==> src/rtl/bus_merge_arbiter.sv <==
// bus_merge_arbiter: merges a low-segment requester (A) and a high-segment
// requester (B) onto one shared addr/data bus. Each port has a small FIFO;
// a round-robin arbiter feeds a registered output stage with valid/ready.
// Beats whose address falls outside the port's segment are consumed,
// dropped, flagged for one cycle and counted in a saturating counter.
module bus_merge_arbiter #(
  parameter int             AW    = 8,
  parameter int             DW    = 16,
  parameter int             DEPTH = 2,
  parameter logic [AW-1:0]  A_MAX = 8'h3F
) (
  input  logic          clk,
  input  logic          rstn,
  input  logic          vld_a,
  output logic          rdy_a,
  input  logic [AW-1:0] addr_a,
  input  logic [DW-1:0] data_a,
  input  logic          vld_b,
  output logic          rdy_b,
  input  logic [AW-1:0] addr_b,
  input  logic [DW-1:0] data_b,
  output logic          vld,
  input  logic          rdy,
  output logic [AW-1:0] addr,
  output logic [DW-1:0] data,
  output logic          src,
  output logic          err_a,
  output logic          err_b,
  output logic [7:0]    drop_cnt
);

  localparam int BW = AW + DW;
  localparam int PW = (DEPTH > 1) ? $clog2(DEPTH) : 1;
  localparam int CW = PW + 1;
  localparam logic [CW-1:0] FULL = CW'(DEPTH);

  // Saturating add of up to two dropped beats to the drop counter.
  function automatic logic [7:0] sat_add(input logic [7:0] cur, input logic [1:0] inc);
    logic [8:0] sum;
    sum = {1'b0, cur} + {8'b0, inc[0]} + {8'b0, inc[1]};
    return sum[8] ? 8'hFF : sum[7:0];
  endfunction

  logic              rdy_en;
  logic [1:0]        in_vld;
  logic [1:0][BW-1:0] in_beat;
  logic [1:0][BW-1:0] head;
  logic [1:0]        seg_ok;
  logic [1:0]        port_rdy;
  logic [1:0]        acc;
  logic [1:0]        push;
  logic [1:0]        pop;
  logic [1:0]        drop;
  logic [1:0]        ne;
  logic [1:0]        full;
  logic              prio;
  logic              gnt;
  logic              load_ok;
  logic              load;

  assign in_vld     = {vld_b, vld_a};
  assign in_beat[0] = {addr_a, data_a};
  assign in_beat[1] = {addr_b, data_b};
  assign seg_ok[0]  = (addr_a <= A_MAX);
  assign seg_ok[1]  = (addr_b >  A_MAX);

  // Ready is gated off until the first clock edge after reset release and
  // depends only on FIFO occupancy, never on a same-cycle pop.
  assign port_rdy = {2{rdy_en}} & ~full;
  assign rdy_a    = port_rdy[0];
  assign rdy_b    = port_rdy[1];
  assign acc      = in_vld & port_rdy;
  assign push     = acc & seg_ok;
  assign drop     = acc & ~seg_ok;

  // Enables port readiness one edge after reset deasserts.
  always_ff @(posedge clk or negedge rstn) begin
    if (!rstn) rdy_en <= 1'b0;
    else       rdy_en <= 1'b1;
  end

  for (genvar p = 0; p < 2; p++) begin : g_fifo
    logic [BW-1:0] mem [DEPTH];
    logic [PW-1:0] wr_ptr;
    logic [PW-1:0] rd_ptr;
    logic [CW-1:0] cnt;

    // FIFO storage; contents are qualified by the count, so no reset needed.
    always_ff @(posedge clk) begin
      if (push[p]) mem[wr_ptr] <= in_beat[p];
    end

    // FIFO pointers and occupancy; push+pop in one cycle keeps the count.
    always_ff @(posedge clk or negedge rstn) begin
      if (!rstn) begin
        wr_ptr <= '0;
        rd_ptr <= '0;
        cnt    <= '0;
      end else begin
        if (push[p]) wr_ptr <= wr_ptr + 1'b1;
        if (pop[p])  rd_ptr <= rd_ptr + 1'b1;
        case ({push[p], pop[p]})
          2'b10:   cnt <= cnt + 1'b1;
          2'b01:   cnt <= cnt - 1'b1;
          default: cnt <= cnt;
        endcase
      end
    end

    assign head[p] = mem[rd_ptr];
    assign ne[p]   = (cnt != '0);
    assign full[p] = (cnt == FULL);
  end

  assign load_ok = !vld || rdy;
  assign load    = load_ok && (ne != 2'b00);

  // Round-robin grant: alternate when both ports have data, otherwise take
  // whichever port is non-empty.
  always_comb begin
    gnt = 1'b0;
    if (ne[0] && ne[1]) gnt = prio;
    else if (ne[1])     gnt = 1'b1;
    pop = 2'b00;
    if (load) pop = gnt ? 2'b10 : 2'b01;
  end

  // Arbiter pointer: names the port preferred on the next contested grant.
  always_ff @(posedge clk or negedge rstn) begin
    if (!rstn)     prio <= 1'b0;
    else if (load) prio <= ~gnt;
  end

  // Output register: load on a free slot, hold under backpressure, and
  // return to all-zero when it empties.
  always_ff @(posedge clk or negedge rstn) begin
    if (!rstn) begin
      vld  <= 1'b0;
      addr <= '0;
      data <= '0;
      src  <= 1'b0;
    end else if (load_ok) begin
      if (load) begin
        vld          <= 1'b1;
        {addr, data} <= head[gnt];
        src          <= gnt;
      end else begin
        vld  <= 1'b0;
        addr <= '0;
        data <= '0;
        src  <= 1'b0;
      end
    end
  end

  // Drop flags for one cycle and the saturating drop counter.
  always_ff @(posedge clk or negedge rstn) begin
    if (!rstn) begin
      err_a    <= 1'b0;
      err_b    <= 1'b0;
      drop_cnt <= 8'h00;
    end else begin
      err_a    <= drop[0];
      err_b    <= drop[1];
      drop_cnt <= sat_add(drop_cnt, drop);
    end
  end

endmodule

==> config.mk <==
export PLATFORM = sky130hd
export DESIGN_NAME = bus_merge_arbiter
export DESIGN_NICKNAME = d
export VERILOG_FILES = /design/src/rtl/bus_merge_arbiter.sv
export SDC_FILE = /design/constraint.sdc
export NUM_CORES = 1
export LEC_CHECK = 0
export BUFFER_PORTS_ARGS = -buffer_cell sky130_fd_sc_hd__clkbuf_2
export CORE_MARGIN = 1.5
export CORE_UTILIZATION = 50
export CTS_BUF_LIST = sky130_fd_sc_hd__clkbuf_4 sky130_fd_sc_hd__clkbuf_8 sky130_fd_sc_hd__clkbuf_16
export DETAILED_ROUTE_END_ITERATION = 6
export GPL_TIMING_DRIVEN = 1
export PLACE_DENSITY = 0.72
export SLEW_MARGIN = 20
export SYNTH_ARGS = -nofsm -noshare
export SYNTH_HDL_FRONTEND = slang
export SYNTH_SLANG_ARGS = --single-unit
==> constraint.sdc <==
create_clock -name clk -period 5.7 [get_ports clk]
set_clock_uncertainty 0.05 [all_clocks]
set_input_delay 0.855 -clock clk [delete_from_list [all_inputs] [get_ports clk]]
set_output_delay 0.855 -clock clk [all_outputs]
set_load 0.005 [all_outputs]
# --- Yosys cells after proc, flatten, opt, wreduce, memory -nomap -nowiden ---
# Memory sizes are Yosys's and may differ from the RTL's.
# Index checks and enable logic that the tools add are counted.
classes:
  n_mux: 17
  n_lt_le_gt_ge: 3
  add_sub_neg: 10
  n_eq_ne: 6
  bitwise: 7
  n_reduce_logical: 9
ops:
  columns: ["op", "n"]
  rows:
  - ["two-way mux 24 bit", 2]
  - ["two-way mux 16 bit", 1]
  - ["two-way mux 8 bit", 2]
  - ["nonzero test 2 bit", 5]
  - ["adder 8 x 1 -> 9 bit", 1]
  - ["adder 9 x 1 -> 9 bit", 1]
  - ["AND 2 bit", 4]
  - ["equality test 2 bit (second input constant)", 4]
  - ["greater-than comparator 8 x 6 -> 1 bit (second input constant)", 1]
  - ["<= comparator 8 x 6 -> 1 bit (second input constant)", 1]
  - ["two-way mux 1 bit", 8]
  - ["one-hot mux 2 bit (2 select lines)", 2]
  - ["adder 1 bit (second input constant)", 4]
  - ["adder 2 x 1 -> 2 bit (second input constant)", 2]
  - ["equality test 2 x 1 -> 1 bit (second input constant)", 2]
  - ["two-way mux 2 bit", 2]
  - ["inverter 2 bit", 2]
  - ["subtractor 2 x 1 -> 2 bit (second input constant)", 2]
  - ["logical AND 1 bit", 2]
  - ["less-than comparator 1 x 2 -> 1 bit (second input constant)", 1]
  - ["logical NOT 1 bit", 1]
  - ["logical OR 1 bit", 1]
  - ["inverter 1 bit", 1]
totals:
  n_memories: 2
  elab_cells: 69
  out_inout_bits: 38
  ff_bits: 46
  inputBits: 53
  ram_bits: 96
memory_table:
  columns: ["memory", "words", "width", "read_ports", "rd_clocked_by_memory_dff", "write_ports", "line_no", "text"]
  rows:
  - ["g_fifo[0].mem", 2, 24, 1, 0, 1, "83", "logic [BW-1:0] mem [DEPTH];"]
  - ["g_fifo[1].mem", 2, 24, 1, 0, 1, "83", null]

# --- Logic depth before layout (Yosys ltp) ---
depth:
  word_depth: 8
  depth_mapped: 10
  depth_no_buf: 9

# --- Least setup slack after synthesis ---
# No wires, ideal clock.
synth_path:
  kind: "input -> register"
  start: "in addr_a[7]"
  end: "mem g_fifo[0].mem[0][0] in the netlist's numbering, enable pin"
  slack_ps: 2958
  t_required_ps: 5245
  n_path_buf: 0
  path_stages: 3
  setup_ps: 405
  arrival_time_ps: 2287
  path_cell_list: "nor2_1 o2111ai_1 nor2_1"
synth_between:
  elab_chain_len: 4
synth_rtl:
  columns: ["item", "line_no", "text"]
  rows:
  - ["start, declared", "16", "input logic [AW-1:0] addr_a,"]
  - ["<= comparator 8 x 6 -> 1 bit", "64", "assign seg_ok[0] = (addr_a <= A_MAX);"]
  - ["AND 2 bit", "73", "assign push = acc & seg_ok;"]
  - ["two-way mux 1 bit", "90", "if (push[p]) mem[wr_ptr] <= in_beat[p];"]
  - ["two-way mux 1 bit (not written as such)", "90", null]
  - ["end, declared", "83", null]
# Every way passes these cells.

# --- Worst setup path in the final report ---
layout_path:
  start: "in addr_b[7]"
  end: "reg drop_cnt[5]"
layout_between:
  elab_chain_len: 5
layout_rtl:
  columns: ["item", "line_no", "text"]
  rows:
  - ["start, declared", "20", "input logic [AW-1:0] addr_b,"]
  - ["greater-than comparator 8 x 6 -> 1 bit", "65", "assign seg_ok[1] = (addr_b > A_MAX);"]
  - ["inverter 2 bit", "74", "assign drop = acc & ~seg_ok;"]
  - ["AND 2 bit", "74", null]
  - ["adder 9 x 1 -> 9 bit", "40", "sum = {1'b0, cur} + {8'b0, inc[0]} + {8'b0, inc[1]};"]
  - ["two-way mux 8 bit", "41", "return sum[8] ? 8'hFF : sum[7:0];"]
  - ["end signal, assigned", "165", "drop_cnt <= sat_add(drop_cnt, drop);"]
  - ["end, declared", "29", "output logic [7:0] drop_cnt"]
# Every way passes these cells.
# A chain may end at the register's enable or synchronous reset.

==> flow_summary_export.csv <==
group,metric,value,unit
status,outcome,"finished clean",
timing,report.final.hold_viol_count,0,
synthesis,synth_top_area_share,0.499,
worst_hold_path,worstHoldPathCells,2,
timing,timing.hold.ws,0.429,ns
cts,insertion_delay,0.41,ns
power_and_ir_drop,ir_drop,0.254,mV
synthesis,syn_avg_cell_area,15.8,µm²
finish,num_antenna_cells,0,
power_and_ir_drop,power_density,507,nW/µm²
finish,multiInputGateArea,1530,µm²
timing,setup_viol,0,
timing,rsz0062_at_grt,"false",
global_routing,antenna_found_initial,0,
finish,drive_above_1_share,0.305,
route,wl,11400,µm
critical_path,reg2reg_depth,8,
timing,fmax,0.382,GHz
synthesis,synth-edff-count,96,
synthesis,ys_ff_latch,142,
floorplanning,die_x,110,µm
synthesis,synth_cell_types,41,
route,drc,0,
route,drt_pass1_iterations,5,
synthesis,synth-async-reset-ratio,0.324,
critical_path,cp-end-kind,"flop",
floorplanning,fp-row-count,39,
synthesis,synthCells,365,
placement,place_congestion,0.785,
synthesis,yosysSeqAreaShare,0.699,
route,first_iter_violations,293,
timing,fin_setup_tns,0,ns
cts,cts_resized,0,
critical_path,arrival,2.89,ns
critical_path,critical_path_class,"primary input to flop",
timing,slew_headroom,0.402,
synthesis,synthTopCellsByArea,"edfxtp_1, dfrtp_1, mux2i_1, a2111oi_0, a221o_1",
global_routing,grt_pass1_wl,18000,µm
worst_hold_path,hold_path_class,"flop to flop",
synthesis,yosysMostFrequentCell,"edfxtp_1",
cts,cts_root_buf,"clkbuf_16",
cts,cts_setup_buffers,0,
timing,fin_crit,2.62,ns
synthesis,synth_top_cell_by_area,"edfxtp_1",
global_routing,overflow,0,
finish,seqCellArea,4030,µm²
floorplanning,coreArea,11300,µm²
route,routedWlPerCell,18.6,µm
floorplanning,die_y,110,µm
critical_path,cp.required,5.97,ns
critical_path,critPathMaxFanout,5,
floorplanning,start_util,0.510,
cts,htree_levels,4,
finish,syn_to_final_growth,19.2,%
placement,port_buffers,90,
route,vias,3416,
floorplanning,dieArea,12200,µm²
global_routing,grt_use_total,0.193,
timing,period_share,0.459,
cts,clockBufferDepth,2,
synthesis,synth_top_flop_cell,"edfxtp_1",
cts,numCtsBuffers,17,
cts,cts.sinks,142,
global_routing,grt_pass1_vias,3260,
synthesis,ys_warn_count,0,
floorplanning,pin_count,91,
route,ant_nets,0,
critical_path,r2r_slack,3.19,ns
critical_path,cp-start-kind,"primary input",
global_routing,grt_start_max_net_pins,47,
timing,maxSlewViolCount,0,
route,vias_per_cell,5.61,
synthesis,syn-cell-area,5770,µm²
synthesis,syn-num-nets,422,
cts,cts_tree,"done",
finish,fill_cells,843,
power_and_ir_drop,p_leak,2.80,nW
cts,cts-hold-fix-buffers,0,
finish,final_nets,510,
timing,worst_pin_slew,0.874,ns
run,maxCapViolCount,0,
placement,hpwlAfterDp,7400,µm
cts,clk_pin_slew,0.06,ns
synthesis,synth_common_cells,"edfxtp_1, mux2i_1, dfrtp_1",
stage by stage:
stage               std cells  setup WS (ns)  cell area (µm²)   util  total power (W)
floorplan                 365           2.96             5770      -          0.00213
detailed placement        577           2.72             6250  0.552          0.00236
finish                    609           3.08             6880  0.608          0.00349
global placement          577           2.74             6250  0.552          0.00233
CTS                       609           3.10             6870  0.607          0.00351
global route              609           2.91             6880  0.608          0.00367
where the power goes:
part           switching [W]  internal, W
clock network       0.000400     0.000742
registers           0.000181      0.00130
logic               0.000462     0.000406
total                0.00104      0.00245
layout by cell type, fill, tap and decap left out, drive strengths merged, types with 6 or more instances in the layout:
master and count:
clkbuf 110, edfxtp 96, mux2i 49, dfrtp 46, nor2 36, a2111oi 24, a221o 24, xnor2 10
inv 8, buf 6
final cells by class:
class / count / share of cell area
inverters: 8 / 0.00436
repair buffers: 96 / 0.0720
multi-input cells: 188 / 0.222
clock buffers: 20 / 0.0651
flip-flops and latches: 142 / 0.586
well taps: 143 / 0.0260
clock inverters: 12 / 0.0245
state kept, by name, summed over array words and instances, names as in the netlist:
| register | count |
|---|---|
| g_fifo.cnt | 4 |
| addr | 8 |
| g_fifo.mem | 96 |
| g_fifo.wr_ptr | 2 |
| vld | 1 |
| g_fifo.rd_ptr | 2 |
| err_a | 1 |
| rdy_en | 1 |
| err_b | 1 |
| prio | 1 |
| drop_cnt | 8 |
| src | 1 |
| data | 16 |
path summary, 6_finish.rpt:
| check | start | endpoint |
|---|---|---|
| min in group asynchronous | rstn | drop_cnt[7] |
| max in group asynchronous | rstn | data[5] |
| max reg2reg | g_fifo[0].cnt[0] | drop_cnt[5] |
| max | addr_b[7] | drop_cnt[5] |
| min | src | src |
| min reg2reg | src | src |
worst max-delay path, cell delays in order:
cell and delay, ns:
clkbuf_2 0.09, or2_2 0.31, or2_2 0.31, fa_1 0.38, inv_1 0.09, ha_1 0.19
and4_1 0.29, nand4_1 0.22, o21ai_0 0.15
cells by family (layout without fill, tap and decap cells):
kind of cell               Yosys count  count (layout)  share of synthesized area
and+or+nand+nor                     58              58                     0.0483
buffers and inverters               35             136                     0.0418
adders and majority gates            4               4                    0.00997
other                                1               1                   0.000650
DFF                                142             142                      0.699
AOI/OAI and AO/OA                   65              65                     0.0988
muxes                               49              49                     0.0850
xor gates and xnor gates            11              11                     0.0167
metal layers:
layer,track usage,vias up,wire length (µm)
met1,0.270,1684,5110
met3,0.0483,18,589
met4,0.0795,0,250
met5,0,-,0
li1,-,1604,-
met2,0.292,110,5400
(Power assumes the default switching activity.)
